$ cat src/rtl/miner_pkg.sv
//------------------------------------------------------------------------------
// Module  : miner_pkg
// Brief   : Shared constants and FSM state type for the miner job link.
// Revision: 1.0 - initial release
//------------------------------------------------------------------------------
`default_nettype none

package miner_pkg;

  localparam int HDR_BITS     = 608;  // header without nonce
  localparam int TGT_BITS     = 256;  // difficulty target
  localparam int RESULT_BYTES = 37;   // status + nonce + digest

  localparam logic [7:0] STATUS_FOUND   = 8'h01;
  localparam logic [7:0] STATUS_TIMEOUT = 8'h00;

  typedef enum logic [2:0] {
    RX_HDR = 3'd0,
    RX_TGT = 3'd1,
    START  = 3'd2,
    WAIT   = 3'd3,
    TX     = 3'd4
  } link_state_t;

endpackage

`default_nettype wire

$ cat src/rtl/miner_job_link_if.sv
//------------------------------------------------------------------------------
// Module  : miner_job_link_if
// Brief   : Host-side byte streams (job in, result out) with valid/ready.
// Revision: 1.0 - initial release
//------------------------------------------------------------------------------
`default_nettype none

interface miner_job_link_if;

  logic [7:0] in_data;
  logic       in_valid;
  logic       in_ready;
  logic [7:0] out_data;
  logic       out_valid;
  logic       out_ready;

  // Link block side: consumes job bytes, produces result bytes.
  modport slave (
    input  in_data, in_valid, out_ready,
    output in_ready, out_data, out_valid
  );

  // Host side: produces job bytes, consumes result bytes.
  modport master (
    output in_data, in_valid, out_ready,
    input  in_ready, out_data, out_valid
  );

endinterface

`default_nettype wire

$ cat src/rtl/miner_result_tx.sv
//------------------------------------------------------------------------------
// Module  : miner_result_tx
// Brief   : Loads a result frame and streams it out MSB-first, one byte per
//           accepted valid/ready transfer; pulses done on the last byte.
// Revision: 1.0 - initial release
//------------------------------------------------------------------------------
`default_nettype none

module miner_result_tx
  import miner_pkg::*;
#(
  parameter int FRAME_BYTES = RESULT_BYTES
) (
  input  logic                     clk,
  input  logic                     reset,
  input  logic                     load,
  input  logic [8*FRAME_BYTES-1:0] frame,
  output logic [7:0]               data,
  output logic                     valid,
  input  logic                     ready,
  output logic                     done
);

  localparam int         FRAME_BITS = 8 * FRAME_BYTES;
  localparam logic [6:0] LAST_IDX   = 7'(FRAME_BYTES - 1);

  logic [FRAME_BITS-1:0] shift_q;
  logic [6:0]            idx_q;
  logic                  valid_q;
  logic                  fire;

  assign fire  = valid_q && ready;
  assign done  = fire && (idx_q == LAST_IDX);
  assign data  = shift_q[FRAME_BITS-1 -: 8];
  assign valid = valid_q;

  // Frame shifter: data only advances on an accepted byte, so it holds while stalled.
  always_ff @(posedge clk or posedge reset) begin
    if (reset) begin
      shift_q <= '0;
      idx_q   <= '0;
      valid_q <= 1'b0;
    end else if (load) begin
      shift_q <= frame;
      idx_q   <= '0;
      valid_q <= 1'b1;
    end else if (fire) begin
      if (idx_q == LAST_IDX) begin
        shift_q <= '0;
        idx_q   <= '0;
        valid_q <= 1'b0;
      end else begin
        shift_q <= {shift_q[FRAME_BITS-9:0], 8'h00};
        idx_q   <= idx_q + 7'd1;
      end
    end
  end

endmodule

`default_nettype wire

$ cat src/rtl/miner_job_link.sv
//------------------------------------------------------------------------------
// Module  : miner_job_link
// Brief   : Host front end of the hashing core. Assembles a job (header then
//           target) from a byte stream, starts the core, waits for its finish
//           edge or a timeout, and returns a status/nonce/digest frame.
// Revision: 1.0 - initial release
//------------------------------------------------------------------------------
`default_nettype none

module miner_job_link
  import miner_pkg::*;
#(
  parameter int          HDR_BYTES  = HDR_BITS / 8,
  parameter int          TGT_BYTES  = TGT_BITS / 8,
  parameter logic [31:0] WAIT_LIMIT = 32'hFFFF_FFFF
) (
  input  logic                   clk,
  input  logic                   reset,
  miner_job_link_if.slave        host,
  output logic [8*HDR_BYTES-1:0] miner_header,
  output logic [8*TGT_BYTES-1:0] miner_target,
  output logic                   miner_start,
  input  logic [255:0]           miner_digest,
  input  logic [31:0]            miner_nonce,
  input  logic                   miner_finish,
  output logic                   busy
);

  localparam int          HB        = 8 * HDR_BYTES;
  localparam int          TB        = 8 * TGT_BYTES;
  localparam logic [6:0]  HDR_LAST  = 7'(HDR_BYTES - 1);
  localparam logic [6:0]  TGT_LAST  = 7'(TGT_BYTES - 1);
  localparam logic [31:0] WAIT_LAST = WAIT_LIMIT - 32'd1;

  link_state_t             state_q, state_d;
  logic [6:0]              idx_q;
  logic                    idx_last;
  logic                    in_ready_q;
  logic                    in_fire;
  logic                    start_q;
  logic                    finish_q;
  logic                    finish_evt;
  logic [31:0]             wait_q;
  logic [HB-1:0]           hdr_q;
  logic [TB-1:0]           tgt_q;
  logic                    tx_load;
  logic [8*RESULT_BYTES-1:0] tx_frame;
  logic [7:0]              tx_data;
  logic                    tx_valid;
  logic                    tx_done;

  assign in_fire    = host.in_valid && in_ready_q &&
                      ((state_q == RX_HDR) || (state_q == RX_TGT));
  // A finish level carried over from an earlier job is not an event.
  assign finish_evt = miner_finish && !finish_q;

  assign host.in_ready  = in_ready_q;
  assign host.out_data  = tx_data;
  assign host.out_valid = tx_valid;
  assign miner_header   = hdr_q;
  assign miner_target   = tgt_q;
  assign miner_start    = start_q;
  assign busy           = (state_q != RX_HDR);

  // State register.
  always_ff @(posedge clk or posedge reset) begin
    if (reset) state_q <= RX_HDR;
    else       state_q <= state_d;
  end

  // Next-state logic and result frame selection; event beats timeout in WAIT.
  always_comb begin
    state_d  = state_q;
    idx_last = 1'b0;
    tx_load  = 1'b0;
    tx_frame = '0;
    case (state_q)
      RX_HDR: begin
        idx_last = (idx_q == HDR_LAST);
        if (in_fire && idx_last) state_d = RX_TGT;
      end
      RX_TGT: begin
        idx_last = (idx_q == TGT_LAST);
        if (in_fire && idx_last) state_d = START;
      end
      START: state_d = WAIT;
      WAIT: begin
        if (finish_evt) begin
          tx_load  = 1'b1;
          tx_frame = {STATUS_FOUND, miner_nonce, miner_digest};
          state_d  = TX;
        end else if (wait_q == WAIT_LAST) begin
          tx_load  = 1'b1;
          tx_frame = {STATUS_TIMEOUT, {(8*RESULT_BYTES-8){1'b0}}};
          state_d  = TX;
        end
      end
      TX: if (tx_done) state_d = RX_HDR;
      default: state_d = RX_HDR;
    endcase
  end

  // Registered handshake/start outputs, derived from the state being entered.
  always_ff @(posedge clk or posedge reset) begin
    if (reset) begin
      in_ready_q <= 1'b0;
      start_q    <= 1'b0;
    end else begin
      in_ready_q <= (state_d == RX_HDR) || (state_d == RX_TGT);
      start_q    <= (state_d == START);
    end
  end

  // Byte index within the current section; wraps on the last index of each.
  always_ff @(posedge clk or posedge reset) begin
    if (reset)        idx_q <= '0;
    else if (in_fire) idx_q <= idx_last ? 7'd0 : idx_q + 7'd1;
  end

  // Job byte assembly: byte k lands at the k-th byte from the MSB end.
  always_ff @(posedge clk or posedge reset) begin
    if (reset) begin
      hdr_q <= '0;
      tgt_q <= '0;
    end else if (in_fire) begin
      if (state_q == RX_HDR) hdr_q[HB-1-8*int'(idx_q) -: 8] <= host.in_data;
      else                   tgt_q[TB-1-8*int'(idx_q) -: 8] <= host.in_data;
    end
  end

  // Finish edge detector and cycles-in-WAIT counter.
  always_ff @(posedge clk or posedge reset) begin
    if (reset) begin
      finish_q <= 1'b0;
      wait_q   <= '0;
    end else begin
      finish_q <= miner_finish;
      wait_q   <= (state_q == WAIT) ? wait_q + 32'd1 : 32'd0;
    end
  end

  miner_result_tx #(
    .FRAME_BYTES (RESULT_BYTES)
  ) u_result_tx (
    .clk   (clk),
    .reset (reset),
    .load  (tx_load),
    .frame (tx_frame),
    .data  (tx_data),
    .valid (tx_valid),
    .ready (host.out_ready),
    .done  (tx_done)
  );

endmodule

`default_nettype wire

$ cat src/flat_wrapper.sv
// flat-port wrapper written by rule: the top's interface ports become plain ports
module miner_job_link_flat import miner_pkg::*;
#(
  parameter int          HDR_BYTES  = HDR_BITS / 8,
  parameter int          TGT_BYTES  = TGT_BITS / 8,
  parameter logic [31:0] WAIT_LIMIT = 32'hFFFF_FFFF
)
  (clk, reset, miner_header, miner_target, miner_start, miner_digest, miner_nonce, miner_finish, busy, host_in_data, host_in_valid, host_out_ready, host_in_ready, host_out_data, host_out_valid);
  miner_job_link_if host_i ();
  input  logic clk;
  input  logic reset;
  output logic [8*HDR_BYTES-1:0] miner_header;
  output logic [8*TGT_BYTES-1:0] miner_target;
  output logic miner_start;
  input  logic [255:0] miner_digest;
  input  logic [31:0] miner_nonce;
  input  logic miner_finish;
  output logic busy;
  input wire logic [$bits(host_i.in_data)-1:0] host_in_data;
  input wire logic [$bits(host_i.in_valid)-1:0] host_in_valid;
  input wire logic [$bits(host_i.out_ready)-1:0] host_out_ready;
  output wire logic [$bits(host_i.in_ready)-1:0] host_in_ready;
  output wire logic [$bits(host_i.out_data)-1:0] host_out_data;
  output wire logic [$bits(host_i.out_valid)-1:0] host_out_valid;
  assign host_i.in_data = host_in_data;
  assign host_i.in_valid = host_in_valid;
  assign host_i.out_ready = host_out_ready;
  assign host_in_ready = host_i.in_ready;
  assign host_out_data = host_i.out_data;
  assign host_out_valid = host_i.out_valid;
  miner_job_link #(.HDR_BYTES(HDR_BYTES), .TGT_BYTES(TGT_BYTES), .WAIT_LIMIT(WAIT_LIMIT)) u_core (.clk(clk), .reset(reset), .host(host_i), .miner_header(miner_header), .miner_target(miner_target), .miner_start(miner_start), .miner_digest(miner_digest), .miner_nonce(miner_nonce), .miner_finish(miner_finish), .busy(busy));
endmodule
$ cat config.mk
export PLATFORM = sky130hd
export DESIGN_NAME = miner_job_link_flat
export DESIGN_NICKNAME = d
export VERILOG_FILES = /design/src/rtl/miner_pkg.sv /design/src/rtl/miner_job_link_if.sv /design/src/rtl/miner_result_tx.sv /design/src/rtl/miner_job_link.sv /design/src/flat_wrapper.sv
export SDC_FILE = /design/constraint.sdc
export NUM_CORES = 2
export LEC_CHECK = 0
export ABC_AREA = 1
export CORE_AREA = 2 2 460 462
export DETAILED_ROUTE_END_ITERATION = 12
export DIE_AREA = 0 0 462 464
export DONT_BUFFER_PORTS = 1
export PLACE_DENSITY = 0.38
export SLEW_MARGIN = 20
export SYNTH_ARGS = -nofsm -noshare
export SYNTH_HDL_FRONTEND = slang
export SYNTH_HIERARCHICAL = 1
export SYNTH_SLANG_ARGS = --single-unit
$ cat constraint.sdc
create_clock -name clk -period 81.3 [get_ports clk]
set_input_delay 0 -clock clk [delete_from_list [all_inputs] [get_ports clk]]
set_output_delay 0 -clock clk [all_outputs]
set_load 0.03 [all_outputs]
==> summary.md <==
| Metric | Value |
|---|---|
| Status | completed |
| Seq cells post-synth | 1,213 |
| Fin crit share | under 10% |
| Synth area leader | dfrtp_1 |
| DP Worst Slack | 76.80 ns |
| Final hold viol count | 0 |
| Clk Latency, worst-skew pair | between 0.8 and 0.9 ns |
| I/O pin count | between 1,000 and 1,500 |
| Largest net degree at the start of global routing | ~190 |
| Max Clock Skew | between 0.04 and 0.05 ns |
| DRT iter0 DRCs | around 3,100 |
| Max-Cap Viols | 0 |
| Commonest non-fill, non-tap cell in the layout | nand2_1 |
| Setup tns final | 0 ns |
| Area Overhead vs Synth | 25.0% |
| Grt total ovfl | 0 |
| Final RePlAce weighted congestion | around 0.83 |
| Root Buffer | clkbuf_16 |
| Most frequent cells in the layout | nand2_1, dfrtp_1, nand3_1 |
| Worst Tran Pin Value | between 1 and 1.5 ns |
| Reg2reg setup slack | just under 80 ns |
| Peak supply drop | between 0.00002 and 0.000025 V |
| Crit path kind | flip-flop to flip-flop |
| Placed cells | 8,579 |
| Leakage power | between 20 and 30 nW |
| Worst setup EP type | flip-flop |
| TritonRoute pass-1 iters | 5 |
| Die area | 214,000 um^2 |
| Crit Path Max Fanout | 92 |
| Die span in x | about 460 um |
| CTS sink cnt | between 1,000 and 1,500 |
| Largest cells by area after synthesis | dfrtp_1, nand2_1, nand3_1, o21ai_0, nor2_1 |
| Post-route ant nets | 0 |
| Clock slew at reported path FFs | 0.05 ns |
| First-pass GRT wire length | 328,000 um |
| Cell Area, Synth | ~52,000 um^2 |
| Routed len/inst | roughly 24 um |
| Syn Area/Cell | 8.54 um^2 |
| Share of post-route cells with drive strength above 1 | 6.27% |
| Drt total wl | 229,000 um |
| H-tree levels | 4 |
| CTS Buf Count | 150 |
| Cells after synthesis | between 6,000 and 7,000 |
| Seq/Total Area, Yosys | between 50% and 60% |
| Synth warnings | 6 |
| Core box area | 209,000 um^2 |
| PortBufs | 0 |
| Row cnt | roughly 170 |
| Residual DRC | 0 |
| Total Routing Usage GR | between 20% and 30% |
| Final min period | between 4 and 5 ns |
| Initial antenna violation count | 32 |
| Arrival time at the worst endpoint | around 5.2 ns |
| Routed vias/inst | around 4.6 |
| CTS tree | done |
| Post-Layout Cell Count | about 9,500 |
| Vias in the first global route | about 44,000 |
| Synth cell types | between 40 and 50 |
| Pwr Density | 32.9 nW/um^2 |
| Slew Limit Headroom | 27.5% |
| Main synth FF type | dfrtp_1 |
| Initial Util | around 25% |
| NumNets Final | between 6,000 and 7,000 |
| Top cell type's share of synthesized area | 58.0% |
| Hold crit path type | input port to flip-flop |
| Required time worst endpoint | 82.02 ns |
| Max frequency | between 200 and 250 MHz |
| Maximum root-to-sink buffer count | 3 |
| Routed via count | between 40,000 and 50,000 |
| RSZ-0062 raised after global routing | false |
| Max-slew violations | 0 |
| Quantity of gates resized following cts | 0 |
| Die height | 464 um |
| Final setup fails | 0 |
| Startpoint types | flip-flop |
| FFs w/ async S/R, synth | 100% |
| Post-DP HPWL | approximately 160,000 um |
| Final hold slack | roughly 0.084 ns |
| Setup ws final | between 70 and 80 ns |
| Number of synthesized flops with an enable pin | 0 |
[cells by family after synthesis]
kind of cell / Yosys count / share of synthesized area [%]
other cells: 1 / 0.00717
fa+ha+maj: 10 / 0.239
buf+inv: 676 / 5.84
flops: 1213 / 58.0
xor+xnor: 22 / 0.404
simple gates: 3489 / 28.6
compound gates: 714 / 6.91
[final timing paths]
check / start / end / cells after the start
min reg2reg: u_core/wait_q[0] / u_core/wait_q[0] / 1
max: u_core/wait_q[8] / u_core/u_result_tx/shift_q[198] / 13
min in group asynchronous: reset / u_core/u_result_tx/shift_q[205] / 3
min: miner_digest[63] / u_core/u_result_tx/shift_q[63] / 5
max in group asynchronous: reset / u_core/miner_header[121] / 8
max reg2reg: u_core/wait_q[8] / u_core/u_result_tx/shift_q[198] / 13
[synth_stat cells, types with 3 or more instances]
library cell and count:
ha_1 10, o21ai_0 597, nand3_4 12, buf_4 63
nor2_2 11, inv_2 10, nand4_1 94, buf_1 8
dfrtp_1 1213, nand4_2 3, xor2_1 15, nand2_1 2124
nand2_4 12, clkinv_1 5, nor2_1 403, nor3_1 36
a22o_1 8, nand2_2 18, a21oi_1 17, xnor2_1 6
a31oi_1 4, o21ai_1 85, buf_6 14, inv_1 246
nand3_1 735, nand3_2 16, clkbuf_1 202, buf_2 126
nor2_4 18
[critical path, cell delays in order (launching register included)]
cell and delay (ns):
dfrtp_1 0.39, nand2_1 0.10, nor3_1 0.28, nand2_1 0.12
nor2_1 0.10, nand2_1 0.07, nand2_1 0.06, nand2_1 0.16
inv_8 0.39, buf_4 0.84, buf_4 0.82, buf_4 0.59
nand2_1 0.14, nand3_1 0.12
[registers in the layout, indices dropped and copies added (netlist names)]
| name | cells |
|---|---|
| u_core/u_result_tx/idx_q | 7 |
| u_core/wait_q | 32 |
| u_core/finish_q | 1 |
| u_core/miner_start | 1 |
| u_core/idx_q | 7 |
| u_core/u_result_tx/shift_q | 296 |
| u_core/miner_header | 608 |
| u_core/host.in_ready | 1 |
| u_core/miner_target | 256 |
| u_core/u_result_tx/valid | 1 |
| u_core/state_q | 3 |
[layer usage]
layer / routed length [um] / global-route usage (%) / vias up
li1: - / - / 20592
met1: 91200 / 24.5 / 21748
met2: 112000 / 35.8 / 1285
met3: 18500 / 6.48 / 268
met4: 6720 / 6.44 / 20
met5: 131 / 0 / -
[what timing repair did]
action | CTS | global route
buffers inserted | 0 | 0
hold buffers | 591 | 0
hold endpoints to repair | 1415 | 0
[power breakdown]
part / switching, W / leakage [nW] / internal, W
clock: 0.000280 / 2.42 / 0.000395
sequential: 0.000324 / 16.3 / 0.000738
combinational: 0.000300 / 10.5 / 0.000115
total: 0.000904 / 29.2 / 0.00125
[layout make-up]
cell class / instances / area [um^2]
Fill cell: 22188 / 144000
Sequential cell: 1213 / 30400
Multi-Input combinational cell: 4242 / 19000
Timing Repair Buffer: 648 / 6540
Clock buffer: 225 / 4440
Tap cell: 2805 / 3510
Inverter: 262 / 1030
Clock inverter: 40 / 494
Antenna cell: 22 / 55.1
[through the flow]
stage,util [%],area [um^2],total power [W]
after global placement,26.0,54300,0.00146
after detailed placement,26.0,54300,0.00147
final,31.3,65400,0.00215
after floorplan,-,52300,0.00129
after global routing,31.3,65400,0.00226
after CTS,31.2,65300,0.00218
Note: power is estimated with default switching activity, not from simulation.
